==> src/rtl/cti8_ctrl_pkg.sv <==
// cti8_ctrl_pkg: shared control encodings and sequencer state type for the CTI-8 control unit.
package cti8_ctrl_pkg;
    localparam logic [1:0] CTRL_END  = 2'b00;
    localparam logic [1:0] CTRL_NEXT = 2'b01;
    localparam logic [1:0] CTRL_JUMP = 2'b10;
    localparam logic [1:0] CTRL_HOLD = 2'b11;

    typedef enum logic {SEQ_RUN, SEQ_HALT} seq_state_t;
endpackage

==> src/rtl/step_decoder.sv <==
// step_decoder: registered binary-to-one-hot decode of a step value.
module step_decoder #(
    parameter int STEP_W = 4
) (
    input  logic                  clk,
    input  logic                  rst_n,
    input  logic [STEP_W-1:0]     step_d,
    output logic [2**STEP_W-1:0]  onehot_q
);
    localparam int N = 2**STEP_W;

    always_ff @(posedge clk or negedge rst_n) begin
        if (!rst_n) onehot_q <= N'(1);
        else        onehot_q <= N'(1) << step_d;
    end
endmodule

==> src/rtl/micro_sequencer.sv <==
// micro_sequencer: CTI-8 micro-step sequencer with jump/hold, wait stalls,
// boundary-only interrupt entry, halt and a sticky sequencing error flag.
module micro_sequencer
    import cti8_ctrl_pkg::*;
#(
    parameter int STEP_W   = 4,
    parameter int MAX_STEP = 13,
    parameter int IRQ_STEP = 11
) (
    input  logic                  clk,
    input  logic                  rst_n,
    input  logic                  clk_en,
    input  logic [1:0]            ctrl,
    input  logic [STEP_W-1:0]     jump_step,
    input  logic                  wait_req,
    input  logic                  halt_req,
    input  logic                  irq_req,
    input  logic                  err_clr,
    output logic [STEP_W-1:0]     step,
    output logic [2**STEP_W-1:0]  step_onehot,
    output logic                  fetch_start,
    output logic                  irq_ack,
    output logic                  halted,
    output logic                  err
);
    localparam logic [STEP_W-1:0] MAX_S = STEP_W'(MAX_STEP);
    localparam logic [STEP_W-1:0] IRQ_S = STEP_W'(IRQ_STEP);

    if (MAX_STEP > 2**STEP_W-1) begin : g_bad_max
        $error("MAX_STEP does not fit in STEP_W bits");
    end
    if (IRQ_STEP < 1 || IRQ_STEP > MAX_STEP) begin : g_bad_irq
        $error("IRQ_STEP must lie in 1..MAX_STEP");
    end

    seq_state_t        state_q, state_d;
    logic [STEP_W-1:0] step_q, step_d;
    logic              halted_q, halted_d, err_q, err_d;
    logic              fetch_q, fetch_d, ack_q, ack_d;
    logic              advance, err_set, boundary;

    assign advance = clk_en & ~wait_req;

    always_comb begin
        state_d  = state_q;
        step_d   = step_q;
        halted_d = halted_q;
        fetch_d  = 1'b0;
        ack_d    = 1'b0;
        err_set  = 1'b0;
        boundary = 1'b0;
        if (advance && state_q == SEQ_HALT) begin
            if (!halt_req) begin
                state_d  = SEQ_RUN;
                halted_d = 1'b0;
                fetch_d  = 1'b1;
            end
        end else if (advance) begin
            unique case (ctrl)
                CTRL_NEXT: if (step_q < MAX_S) step_d = step_q + 1'b1;
                           else {err_set, boundary} = 2'b11;
                CTRL_JUMP: if (jump_step <= MAX_S) step_d = jump_step;
                           else {err_set, boundary} = 2'b11;
                CTRL_END:  boundary = 1'b1;
                default:   ;
            endcase
        end
        // halt outranks interrupt, interrupt outranks a plain fetch
        if (boundary) begin
            step_d   = (!halt_req && irq_req) ? IRQ_S : '0;
            state_d  = halt_req ? SEQ_HALT : SEQ_RUN;
            halted_d = halt_req;
            ack_d    = !halt_req && irq_req;
            fetch_d  = !halt_req && !irq_req;
        end
        err_d = err_set | (err_q & ~err_clr);
    end

    always_ff @(posedge clk or negedge rst_n) begin
        if (!rst_n) begin
            state_q  <= SEQ_RUN;
            step_q   <= '0;
            halted_q <= 1'b0;
            err_q    <= 1'b0;
            fetch_q  <= 1'b0;
            ack_q    <= 1'b0;
        end else begin
            state_q  <= state_d;
            step_q   <= step_d;
            halted_q <= halted_d;
            err_q    <= err_d;
            fetch_q  <= fetch_d;
            ack_q    <= ack_d;
        end
    end

    step_decoder #(.STEP_W(STEP_W)) u_dec (
        .clk      (clk),
        .rst_n    (rst_n),
        .step_d   (step_d),
        .onehot_q (step_onehot)
    );

    assign step        = step_q;
    assign halted      = halted_q;
    assign err         = err_q;
    assign fetch_start = fetch_q;
    assign irq_ack     = ack_q;
endmodule

==> config.mk <==
export PLATFORM = sky130hd
export DESIGN_NAME = micro_sequencer
export DESIGN_NICKNAME = d
export VERILOG_FILES = /design/src/rtl/cti8_ctrl_pkg.sv /design/src/rtl/step_decoder.sv /design/src/rtl/micro_sequencer.sv
export SDC_FILE = /design/constraint.sdc
export NUM_CORES = 1
export LEC_CHECK = 0
export CAP_MARGIN = 0
export CORE_MARGIN = 10
export CORE_UTILIZATION = 51
export CTS_CLUSTER_SIZE = 30
export DETAILED_ROUTE_END_ITERATION = 8
export GPL_TIMING_DRIVEN = 1
export PLACE_DENSITY = 0.93
export SLEW_MARGIN = 20
export SYNTH_ARGS = -nofsm -noshare
export SYNTH_HDL_FRONTEND = slang
export SYNTH_HIERARCHICAL = 1
export SYNTH_SLANG_ARGS = --single-unit
==> constraint.sdc <==
create_clock -name clk -period 5.5 [get_ports clk]
set_input_delay 0.55 -clock clk [delete_from_list [all_inputs] [get_ports clk]]
set_output_delay 0.55 -clock clk [all_outputs]
set_load 0.02 [all_outputs]
== Yosys cells after proc, flatten, opt, wreduce, memory -nomap -nowiden ==
Index checks and enable logic that the tools add are counted.

* Flip-flop bits (word level): 25
* Latch bits: 0
* Bits in writable memories: 0
* Memory bits (read-only): 0
* Input bits: 13
* Logic and storage cells: 51
* Memories kept: 0

* Add/sub/neg operators: 1
* $mul: 0
* Divide/modulo/power cells: 0
* Order comparisons: 2
* Equal/unequal tests: 3
* Shifts and indexed selects: 1
* Multiplexer cells: 24
* Bitwise logic cells: 5
* Reductions and logical operators: 8

{| class="wikitable"
|+ Operator list
! kind !! count
|-
| two-way mux 4 bit || 6
|-
| << shifter 1 x 4 -> 16 bit, first input constant || 1
|-
| two-way mux 1 bit || 15
|-
| one-hot mux 4 bit (2 select lines) || 1
|-
| adder 4 x 1 -> 4 bit, second input constant || 1
|-
| <= comparator 4 bit, second input constant || 1
|-
| less-than comparator 4 bit, second input constant || 1
|-
| logical AND 1 bit || 3
|-
| one-hot mux 1 bit (3 select lines) || 1
|-
| bitwise AND 1 bit || 2
|-
| equality test 2 x 1 -> 1 bit, second input constant || 1
|-
| equality test 2 bit, second input constant || 1
|-
| logical NOT 1 bit || 2
|-
| logical NOT 2 bit || 1
|-
| != test 2 x 1 -> 1 bit, second input constant || 1
|-
| NOT 1 bit || 2
|-
| one-hot mux 1 bit (2 select lines) || 1
|-
| AND reduction 2 bit || 1
|-
| nonzero test 2 bit || 1
|-
| bitwise OR 1 bit || 1
|}

== Depth between registers and ports, before layout ==
Gate-level depths: netlist (run 1).

* Depth after elaboration: 7
* Mapped depth: 8

== Cells and area by module ==
The synthesis (run 1) kept the hierarchy.

{| class="wikitable"
|+ Modules (own cells, without submodules)
! module !! instances !! cells an instance !! area each (um^2)
|-
| step_decoder || 1 || 36 || 678.2
|-
| micro_sequencer || 1 || 69 || 659.4
|}

== Worst setup path after synthesis (run 1) ==
OpenSTA, ideal clock, no wires.

* Path type: in2reg
* Start: in ctrl[0]
* End: reg u_dec.onehot_q[1]
* Library setup time: 0.094 ns
* Arrival: 2.176 ns
* Required time: 5.406 ns
* Slack: 3.231 ns
* Stages: 8
* Cell sequence: inv_1 > ha_1 > and4_4 > o31ai_4 > a21oi_2 > a41oi_1 > buf_6 > nor4b_4

* Cells in the longest elaborated chain, start to end: 6
* Elaborated cells between the ends (all ways): 11
* Those cells by class: 2 x eq/ne; 1 x shift; 7 x mux; 1 x reduce/logical

{| class="wikitable"
|+ RTL lines
! what !! line !! source
|-
| start, declared || micro_sequencer.sv:13 || <nowiki>input logic [1:0] ctrl,</nowiki>
|-
| equality test 2 bit, or another cell as far along || micro_sequencer.sv:59 || <nowiki>unique case (ctrl)</nowiki>
|-
| one-hot mux 1 bit (3 select lines) or one-hot mux 4 bit (2 select lines) (tied branches) || micro_sequencer.sv:59 ||
|-
| two-way mux 1 bit or two-way mux 4 bit (tied branches) || micro_sequencer.sv:58 || <nowiki>end else if (advance) begin</nowiki>
|-
| two-way mux 1 bit or two-way mux 4 bit (tied branches) || micro_sequencer.sv:52 || <nowiki>if (advance && state_q == SEQ_HALT) begin</nowiki>
|-
| two-way mux 4 bit * || micro_sequencer.sv:69 || <nowiki>if (boundary) begin</nowiki>
|-
| via step_d[0] || micro_sequencer.sv:37 || <nowiki>logic [STEP_W-1:0] step_q, step_d;</nowiki>
|-
| << shifter 1 x 4 -> 16 bit * || step_decoder.sv:14 || <nowiki>else onehot_q <= N'(1) << step_d;</nowiki>
|-
| end signal, assigned || step_decoder.sv:14 ||
|-
| end, declared || step_decoder.sv:8 || <nowiki>output logic [2**STEP_W-1:0] onehot_q</nowiki>
|}

The timed path passes the listed nets; every way through them passes the cells marked *.
A chain may end at the register's enable or synchronous reset.

== Final worst setup path (run 1) ==
* Start: in ctrl[0]
* End: reg u_dec.onehot_q[5]

The elaborated chain is that of the path after synthesis.

==> impl_results.md, run 1 <==
* Status: finished, final reports clean
* Worst R2R Path Depth at 7
* Cell area after layout at 1743 sq um
* Synthesis-to-finish area growth at 30.31%
* # H-tree levels at 1
* Post-cts resize count at 0
* Global-route wire length before repair at 4981 microns
* CTS Hold Bufs at 0
* FF+latch count, synth at 24
* Vias in the first global route at 985
* Leakage at 0.0007523 uW
* CTS Buf Count at 3
* Routed WL per cell at 16.84 microns
* Root Buffer: clkbuf_4
* CTS tree: built
* Crit path arrival time at 3190 ps
* Netlist cell types at 38
* Nets at 162
* Die Area at 5071 sq um
* Layout cells sized above 1 at 16.90%
* YS warnings at 6
* Worst-margin pin slew at 902.0 ps
* GR Layer Usage met3 at 3.994%
* Rows at 18
* Placed Instance Area at 1712 sq um
* Most common cell after layout, fill and taps aside: clkdlybuf4s50_1
* Worst path depth at 8
* Worst Path Buf+Inv at 2
* Routing usage on met2 at 21.37%
* Clock tree buffer depth at 2
* Crit path largest cell delay at 730 ps
* Clk_skew at 11.94 ps
* Simple-Gate Fraction of Synth Area at 31.34%
* Largest net degree at the start of global routing at 25
* Final Hold Viols at 0
* DRT Pass-1 Iters at 4
* Power Dens Cells at 331.8 nW/um^2
* CP Launch Type: input port
* ANT nets after route at 0
* Antenna violations before repair at 0
* WP data required at 5710 ps
* Total wire length at 2896 microns
* Vias per cell at 5.669
* Peak VDD IR at 0.0002259 V
* CP Capture Point: u_dec/onehot_q[5]
* Worst path top cell family by delay: compound AO/OA/AOI/OAI gates
* DRT iter0 DRCs at 23
* Post-Syn Area at 1338 sq um
* Worst R2R End: u_dec/onehot_q[5]
* Placer Congestion at 0.8760
* Synth Area in Adders at 5.613%
* Met1 Use GR at 12.76%
* Setup crit start: ctrl[0]
* Sink Count at 24
* Clock latency on the worst-skew pair at 310 ps
* Final worst-path cycle share at 54.26%
* Critical path peak fanout at 17
* Final min period at 2984 ps
* Fin. max-slew vios at 0
* Setup WS post-layout at 2516 ps
* Final Total Pwr at 578.3 uW
* Clk pin slew, worst setup/hold paths at 120 ps
* Slew HR at 39.67%
* Filler instances at 183
* Top Usage Layer GRT: met2
* Core ar. at 2500 sq um
* Synth Area in Compound Gates at 11.88%
* CP Cell Sequence: clkdlybuf4s50_1 -> inv_1 -> ha_1 -> and4_4 -> o31ai_4 -> a21oi_2 -> a31oi_2 -> and4bb_2
* Worst hold path class: in2async
* Dpl ws at 2209 ps
* CP Class: in2reg
* Unrepaired setup endpoints after global routing: no
* Initial Utilization at 53.50%
* Most frequent cells in the layout: clkdlybuf4s50_1, dfrtp_1, inv_1
* Post-synthesis mux area share at 0.8419%
* Post-layout util at 69.72%
* R2R Path Start: step[0]
* Setup-failing EPs final at 0
* Maximum clock rate at 0.3351 GHz
* Syn_nets at 124
* GRT Total Usage at 11.58%
* Port Buffer Count at 36
* Max cap viols at 0
* XOR/XNOR Fraction of Synth Area at 0%
* DRC at 0
* N_diodes at 0
* Setup Buffers After CTS at 0
* Ports at 37
* Post-DP HPWL at 2238 microns
* Fin Setup TNS at 0 ps
* Syn Inst Count at 105
* Crit. End Element: flop
* Die W at 71.21 microns
* Sequential fraction of the synthesis area at 45.00%
* Synthesized area per cell at 12.74 sq um
* Slowest CP cell: a31oi_2
* Detailed-route via count at 975
* Main combinational cell family by area after synthesis: simple AND/OR/NAND/NOR gates
* Global route overflow at 0
* Reg-to-reg setup timing slack at 2880 ps
* Die Ht at 71.21 microns
## state kept, by name, summed over array words and instances, names as in the netlist
register,flops
err,1
fetch_start,1
u_dec/onehot_q,16
step,4
state_q,1
irq_ack,1
## logic make-up (layout without fill, tap and decap cells)
family                   count (synthesis)  in the layout
buffers and inverters                   11             48
multiplexers                             1              1
AND/OR/NAND/NOR                         41             41
adder cells (fa/ha/maj)                  6              6
flip-flops                              24             24
AO/OA/AOI/OAI                           22             22
## routing by layer
layer	vias to the layer above	share of wire, %
met4	0	0.28
met3	2	5.1
met5	-	0
met1	484	40
met2	22	55
li1	467	-
## area by class of cell
class	instances	area (sq um)	share of cell area, %
Multi-Input combinational cell	70	678.2	38.91
Tap cell	30	37.54	2.154
Clock buffer	4	36.28	2.082
Timing Repair Buffer	37	362.8	20.82
Inverter	7	26.28	1.508
Sequential cell	24	601.8	34.53
## per-stage QoR
step	instances	hold slack [ps]
final	172	188.5
after global routing	172	197.5
after CTS	172	564.5
after detailed placement	168	543.8
after global placement	168	527.9
after floorplan	105	254.4
## worst register-to-register path: cells and delay by family, from the launching register on
| kind | cells | cell delay (ps) |
|---|---|---|
| compound gates | 3 | 1190 |
| fa+ha+maj | 1 | 200 |
| buf+inv | 1 | 90 |
| flops | 1 | 470 |
| simple gates | 2 | 570 |
## cell usage after synthesis
cell       instances  area [sq um]
nor2_1             3         11.26
and4bb_2           2         25.02
dfrtp_1           23         575.6
inv_1              7         26.28
a31oi_1            2         12.51
and2_1             1         6.260
o31ai_1            1         7.510
a2bb2oi_1          2         17.52
nand4bb_4          1         27.53
a21oi_1            3         15.01
o21ai_1            1         5.000
and4bb_1           4         50.05
nand3_1            3         15.01
buf_6              4         45.04
nor4b_4            5         118.9
mux2_2             1         11.26
and4b_4            1         13.76
and3b_1            2         17.52
and2b_1            1         7.510
nor3_1             2         10.01
ha_1               6         75.07
a41oi_1            1         8.760
nand3b_1           1         7.510
o22ai_1            1         6.260
and4_1             1         8.760
o211ai_1           1         7.510
nor3b_1            1         7.510
nor4_2             1         12.51
dfstp_2            1         26.28
o31ai_4            1         21.27
o21ai_0            6         30.03
a31o_2             1         8.760
a21oi_2            1         8.760
and4_4             1         11.26
o211a_1            1         10.01
nor2b_1            1         6.260
and4b_1            4         40.04
nand2_1            6         22.52
## where the power goes
group	switching [uW]	internal, uW
registers	23.8	207
logic	138	122
clock network	47.5	40.4
## worst min path at each step
| stage | end | cells after the start | slack [ps] | start |
|---|---|---|---|---|
| 6_report | u_dec/onehot_q[8] | 1 | 190 | rst_n |
| 5_1_grt | u_dec/onehot_q[11] | 1 | 200 | rst_n |
| 3_5_place_dp | err | 2 | 540 | err |
| 2_1_floorplan | err | 0 | 250 | rst_n |
| 3_3_place_gp | err | 2 | 530 | err |
| 4_1_cts | err | 2 | 560 | err |
(Power assumes the default switching activity.)
==> run 2, diff against run 1 <==
Settings changed: CORE_UTILIZATION 51 to 47, PLACE_DENSITY 0.93 to 0.87.
Clock period 5.5 ns to 3 ns, I/O delays scaled along.
==> impl_results.md, run 2 (synthesis results as in run 1) <==
* Seq pwr share at 39.2%
* Final Hold Viols at 0
* CTS Buf Count at 3
* Max FFs per register at 16
* Setup-failing EPs final at 0
* Fin. max-slew vios at 0
* Worst R2R Path Depth at 8
* Power share of the combinational group at 45.8%
* Met1 Use GR at 13.64%
* Unrepaired setup endpoints after global routing: no
* Setup WS post-layout at 617.6 ps
* Worst hold path class: in2async
* Leakage at 0.0007718 uW
* Post-DP HPWL at 2419 microns
* Die W at 73.35 microns
* Clk pin slew, worst setup/hold paths at 120 ps
* DRC at 0
* Cell area after layout at 1777 sq um
* Slew HR at 65.97%
* Peak VDD IR at 0.0005521 V
* Fin Setup TNS at 0 ps
* Global-route wire length before repair at 5195 microns
* Rows at 19
* WP data required at 3200 ps
* Routing usage on met2 at 19.96%
* Maximum clock rate at 0.4197 GHz
* Sw frac at 36.34%
* Critical path peak fanout at 17
* Routed WL per cell at 18.06 microns
* Crit path arrival time at 2590 ps
* Nets at 166
* Total wire length at 3197 microns
* ANT nets after route at 0
* Setup Buffers After CTS at 0
* Worst-margin pin slew at 510.4 ps
* Dpl ws at 311.7 ps
* Pint at 692.4 uW
* Most common cell after layout, fill and taps aside: clkdlybuf4s50_1
* Initial Utilization at 48.92%
* CP Class: in2reg
* Max cap viols at 0
* Placer Congestion at 0.8393
* GRT Total Usage at 12.00%
* Antenna violations before repair at 0
* Power Dens Cells at 612.2 nW/um^2
* DRT Pass-1 Iters at 4
* Layout cells sized above 1 at 18.49%
* Core ar. at 2734 sq um
* Die Area at 5379 sq um
* Die Ht at 73.35 microns
* Synthesis-to-finish area growth at 32.83%
* Clock tree buffer depth at 2
* Final worst-path cycle share at 79.41%
* Detailed-route via count at 1003
* Worst R2R End: u_dec/onehot_q[5]
* CTS tree: built
* Largest net degree at the start of global routing at 25
* Placed Instance Area at 1735 sq um
* Clock latency on the worst-skew pair at 310 ps
* CP Launch Type: input port
* Clk pwr share at 15.0%
* Root Buffer: clkbuf_4
* Switching power at 395.3 uW
* # H-tree levels at 1
* N_diodes at 0
* Ports at 37
* Clk_skew at 6.687 ps
* Top Usage Layer GRT: met2
* Status: finished, final reports clean
* Most frequent cells in the layout: clkdlybuf4s50_1, dfrtp_1, inv_1
* R2R Path Start: step[0]
* Final min period at 2382 ps
* Port Buffer Count at 36
* GR Layer Usage met3 at 4.307%
* Global route overflow at 0
* DRT iter0 DRCs at 67
* Vias in the first global route at 1047
* Vias per cell at 5.667
* Sink Count at 24
* Crit. End Element: flop
* Largest register by flop count: u_dec/onehot_q
* Reg-to-reg setup timing slack at 730 ps
## run 2: cell count changes in the layout (fill, tap and decap cells not counted)
cell           previous run  this run
buf_4                     1         4
dlygate4sd3_1             0         1
## run 2: power groups by stage
stage	sequential, uW	combinational (uW)	clock [uW]
final	427	498	163
after global routing	435	536	184
after CTS	427	503	171
after detailed placement	431	500	0
after global placement	428	482	0
after floorplan	490	255	0
## run 2: how the worst max path moves through the flow
stage               startpoint                end  depth (start not counted)
floorplan              step[0]  u_dec/onehot_q[1]                          8
global placement       ctrl[0]  u_dec/onehot_q[3]                          9
detailed placement     ctrl[0]  u_dec/onehot_q[5]                          9
CTS                    ctrl[0]  u_dec/onehot_q[5]                          9
global route           ctrl[0]  u_dec/onehot_q[5]                          9
finish                 ctrl[0]  u_dec/onehot_q[5]                          9
## run 2: per-stage QoR
| stage | hold slack, ps | instances | power (uW) | utilization, % |
|---|---|---|---|---|
| 3_5_place_dp | 538.7 | 172 | 931.3 | 63.48 |
| 5_1_grt | 511.5 | 177 | 1156 | 64.99 |
| 6_report | 477.7 | 177 | 1088 | 64.99 |
| 2_1_floorplan | 4.409 | 105 | 744.8 | - |
| 4_1_cts | 535.7 | 176 | 1101 | 64.81 |
| 3_3_place_gp | 530.1 | 172 | 910.2 | 63.48 |
## run 2: critical path: stages
cell	delay, ps
clkdlybuf4s50_1	510
inv_1	80
ha_1	260
and4_4	240
o31ai_4	410
o21ai_1	120
o22ai_1	150
buf_4	270
and4bb_2	250
## run 2: area by class of cell
cell class / count / area (sq um)
multi-input cells: 70 / 678.2
flip-flops and latches: 24 / 601.8
repair buffers: 41 / 395.4
inverters: 7 / 26.28
fillers: 223 / 957.2
clock buffers: 4 / 36.28
well taps: 31 / 38.79
## run 2: routing by layer
layer,vias up,part of all wire (%)
li1,475,-
met1,490,41
met2,32,49
met3,6,8.3
met4,0,1.7
met5,-,0
## run 2: what timing repair did
action | in CTS | in global routing
gates resized for setup | 0 | 0
hold buffers | 0 | 1
hold endpoints to repair | 0 | 23
==> run 3, diff against run 2 <==
Clock period 3 ns to 2.3 ns, I/O delays scaled along.
==> impl_results.md, run 3 (synthesis results as in run 1) <==
* Crit. End Element: flop
* Layout cells sized above 1 at 26.09%
* Max FFs per register at 16
* GRT Total Usage at 12.38%
* Detailed-route via count at 1025
* Setup-failing EPs final at 0
* Sink Count at 24
* Reg-to-reg setup timing slack at 150 ps
* Clk pwr share at 18.9%
* Hold WS at 243.3 ps
* Synthesis-to-finish area growth at 42.66%
* R2R Path Start: step[0]
* Global route overflow at 0
* Largest net degree at the start of global routing at 25
* DRT iter0 DRCs at 73
* Worst Path Buf+Inv at 4
* Port Buffer Count at 36
* ANT nets after route at 0
* Top cell by count, worst path: buf_4
* Setup Buffers After CTS at 0
* Clk pin slew, worst setup/hold paths at 120 ps
* Seq pwr share at 34.3%
* Placer Congestion at 0.9169
* Rows at 19
* WP data required at 2520 ps
* Root Buffer: clkbuf_4
* Slew HR at 74.50%
* Die Area at 5379 sq um
* Most frequent cells in the layout: clkdlybuf4s50_1, dfrtp_1, buf_4, inv_1
* Initial Utilization at 48.92%
* Most common cell after layout, fill and taps aside: clkdlybuf4s50_1
* Critical path peak fanout at 15
* Core ar. at 2734 sq um
* Die Ht at 73.35 microns
* Worst path top cell family by delay: buffers and inverters
* Worst R2R Path Depth at 10
* Switching power at 531.1 uW
* Global-route wire length before repair at 5340 microns
* Status: finished, final reports clean
* Final Total Pwr at 1572 uW
* Nets at 181
* Worst-margin pin slew at 382.5 ps
* # H-tree levels at 1
* Filler instances at 200
* CTS Buf Count at 3
* Setup WS post-layout at 89.81 ps
* Final Hold Viols at 0
* Crit path arrival time at 2430 ps
* N_diodes at 0
* Largest register by flop count: u_dec/onehot_q
* Total wire length at 3202 microns
* Clk_skew at 1.552 ps
* Fin. max-slew vios at 0
* CP Cell Sequence: clkdlybuf4s50_1 -> inv_1 -> ha_1 -> and4_4 -> o31ai_4 -> buf_4 -> a21oi_2 -> a31oi_2 -> buf_4 -> and4bb_2
* Fin Setup TNS at 0 ps
* CTS tree: built
* Crit path largest cell delay at 520 ps
* Post-DP HPWL at 2455 microns
* Slowest CP cell: clkdlybuf4s50_1
* Post-cts resize count at 0
* Dpl ws at -213.4 ps
* CP Class: in2reg
* CTS Hold Bufs at 0
* Power Dens Cells at 824.0 nW/um^2
* Final min period at 2210 ps
* Die W at 73.35 microns
* Routed WL per cell at 16.68 microns
* Clock tree buffer depth at 2
* Sw frac at 33.78%
* Peak VDD IR at 0.0009053 V
* DRC at 0
* Final worst-path cycle share at 96.10%
* Maximum clock rate at 0.4525 GHz
* Vias in the first global route at 1091
* Worst hold path class: in2async
* Leakage at 0.0008542 uW
* Clock latency on the worst-skew pair at 320 ps
* Power share of the combinational group at 46.7%
* Vias per cell at 5.339
* Worst R2R End: u_dec/onehot_q[8]
* Unrepaired setup endpoints after global routing: no
* DRT Pass-1 Iters at 5
* CP Launch Type: input port
* Ports at 37
* Antenna violations before repair at 0
* Max cap viols at 0
* Pint at 1041 uW
-- run 3: per-layer routing --
metal  wire (microns)  vias up  GRT usage, %
met5                0        -             0
met4              100        0         7.039
met3              251       11         3.769
met2             1573       35         20.63
met1             1277      475         13.63
li1                 -      504             -
-- run 3: per-stage QoR --
step / instances / area, sq um / utilization [%]
floorplan: 105 / 1338 / -
global placement: 188 / 1856 / 67.87
detailed placement: 188 / 1856 / 67.87
CTS: 192 / 1908 / 69.79
global route: 192 / 1908 / 69.79
finish: 192 / 1908 / 69.79
-- run 3: worst max path at each step --
stage                              endpoint  cells past startpoint    start  slack (ps)
after floorplan           u_dec/onehot_q[1]                      8  step[0]         140
after global placement    u_dec/onehot_q[5]                     10  ctrl[0]        -140
after CTS                 u_dec/onehot_q[5]                     10  ctrl[0]         110
after detailed placement  u_dec/onehot_q[5]                     10  ctrl[0]        -210
after global routing      u_dec/onehot_q[5]                      9  ctrl[0]           2
final                     u_dec/onehot_q[5]                     10  ctrl[0]          90
-- run 3: power by group through the flow --
stage | logic (uW) | clock network [uW] | registers [uW]
finish | 735 | 298 | 540
global route | 789 | 323 | 551
CTS | 740 | 310 | 539
detailed placement | 733 | 0 | 547
global placement | 712 | 0 | 544
floorplan | 333 | 0 | 639
-- run 3: worst reg2reg max path: stages (launching register included) --
cell and delay, ps:
dfrtp_1 360, inv_1 50, ha_1 230, and4b_4 370, o31ai_4 90, buf_4 170, a21oi_2 160, a41oi_2 50
buf_4 200, buf_4 170, nor4b_4 230
-- run 3: area by class of cell --
| type | count | area [sq um] | share of cell area [%] |
|---|---|---|---|
| clock buffers | 3 | 22.52 | 1.180 |
| clock inverters | 1 | 30.03 | 1.574 |
| inverters | 7 | 26.28 | 1.377 |
| multi-input cells | 70 | 678.2 | 35.54 |
| flip-flops and latches | 24 | 601.8 | 31.54 |
| well taps | 31 | 38.79 | 2.033 |
| repair buffers | 56 | 510.5 | 26.75 |
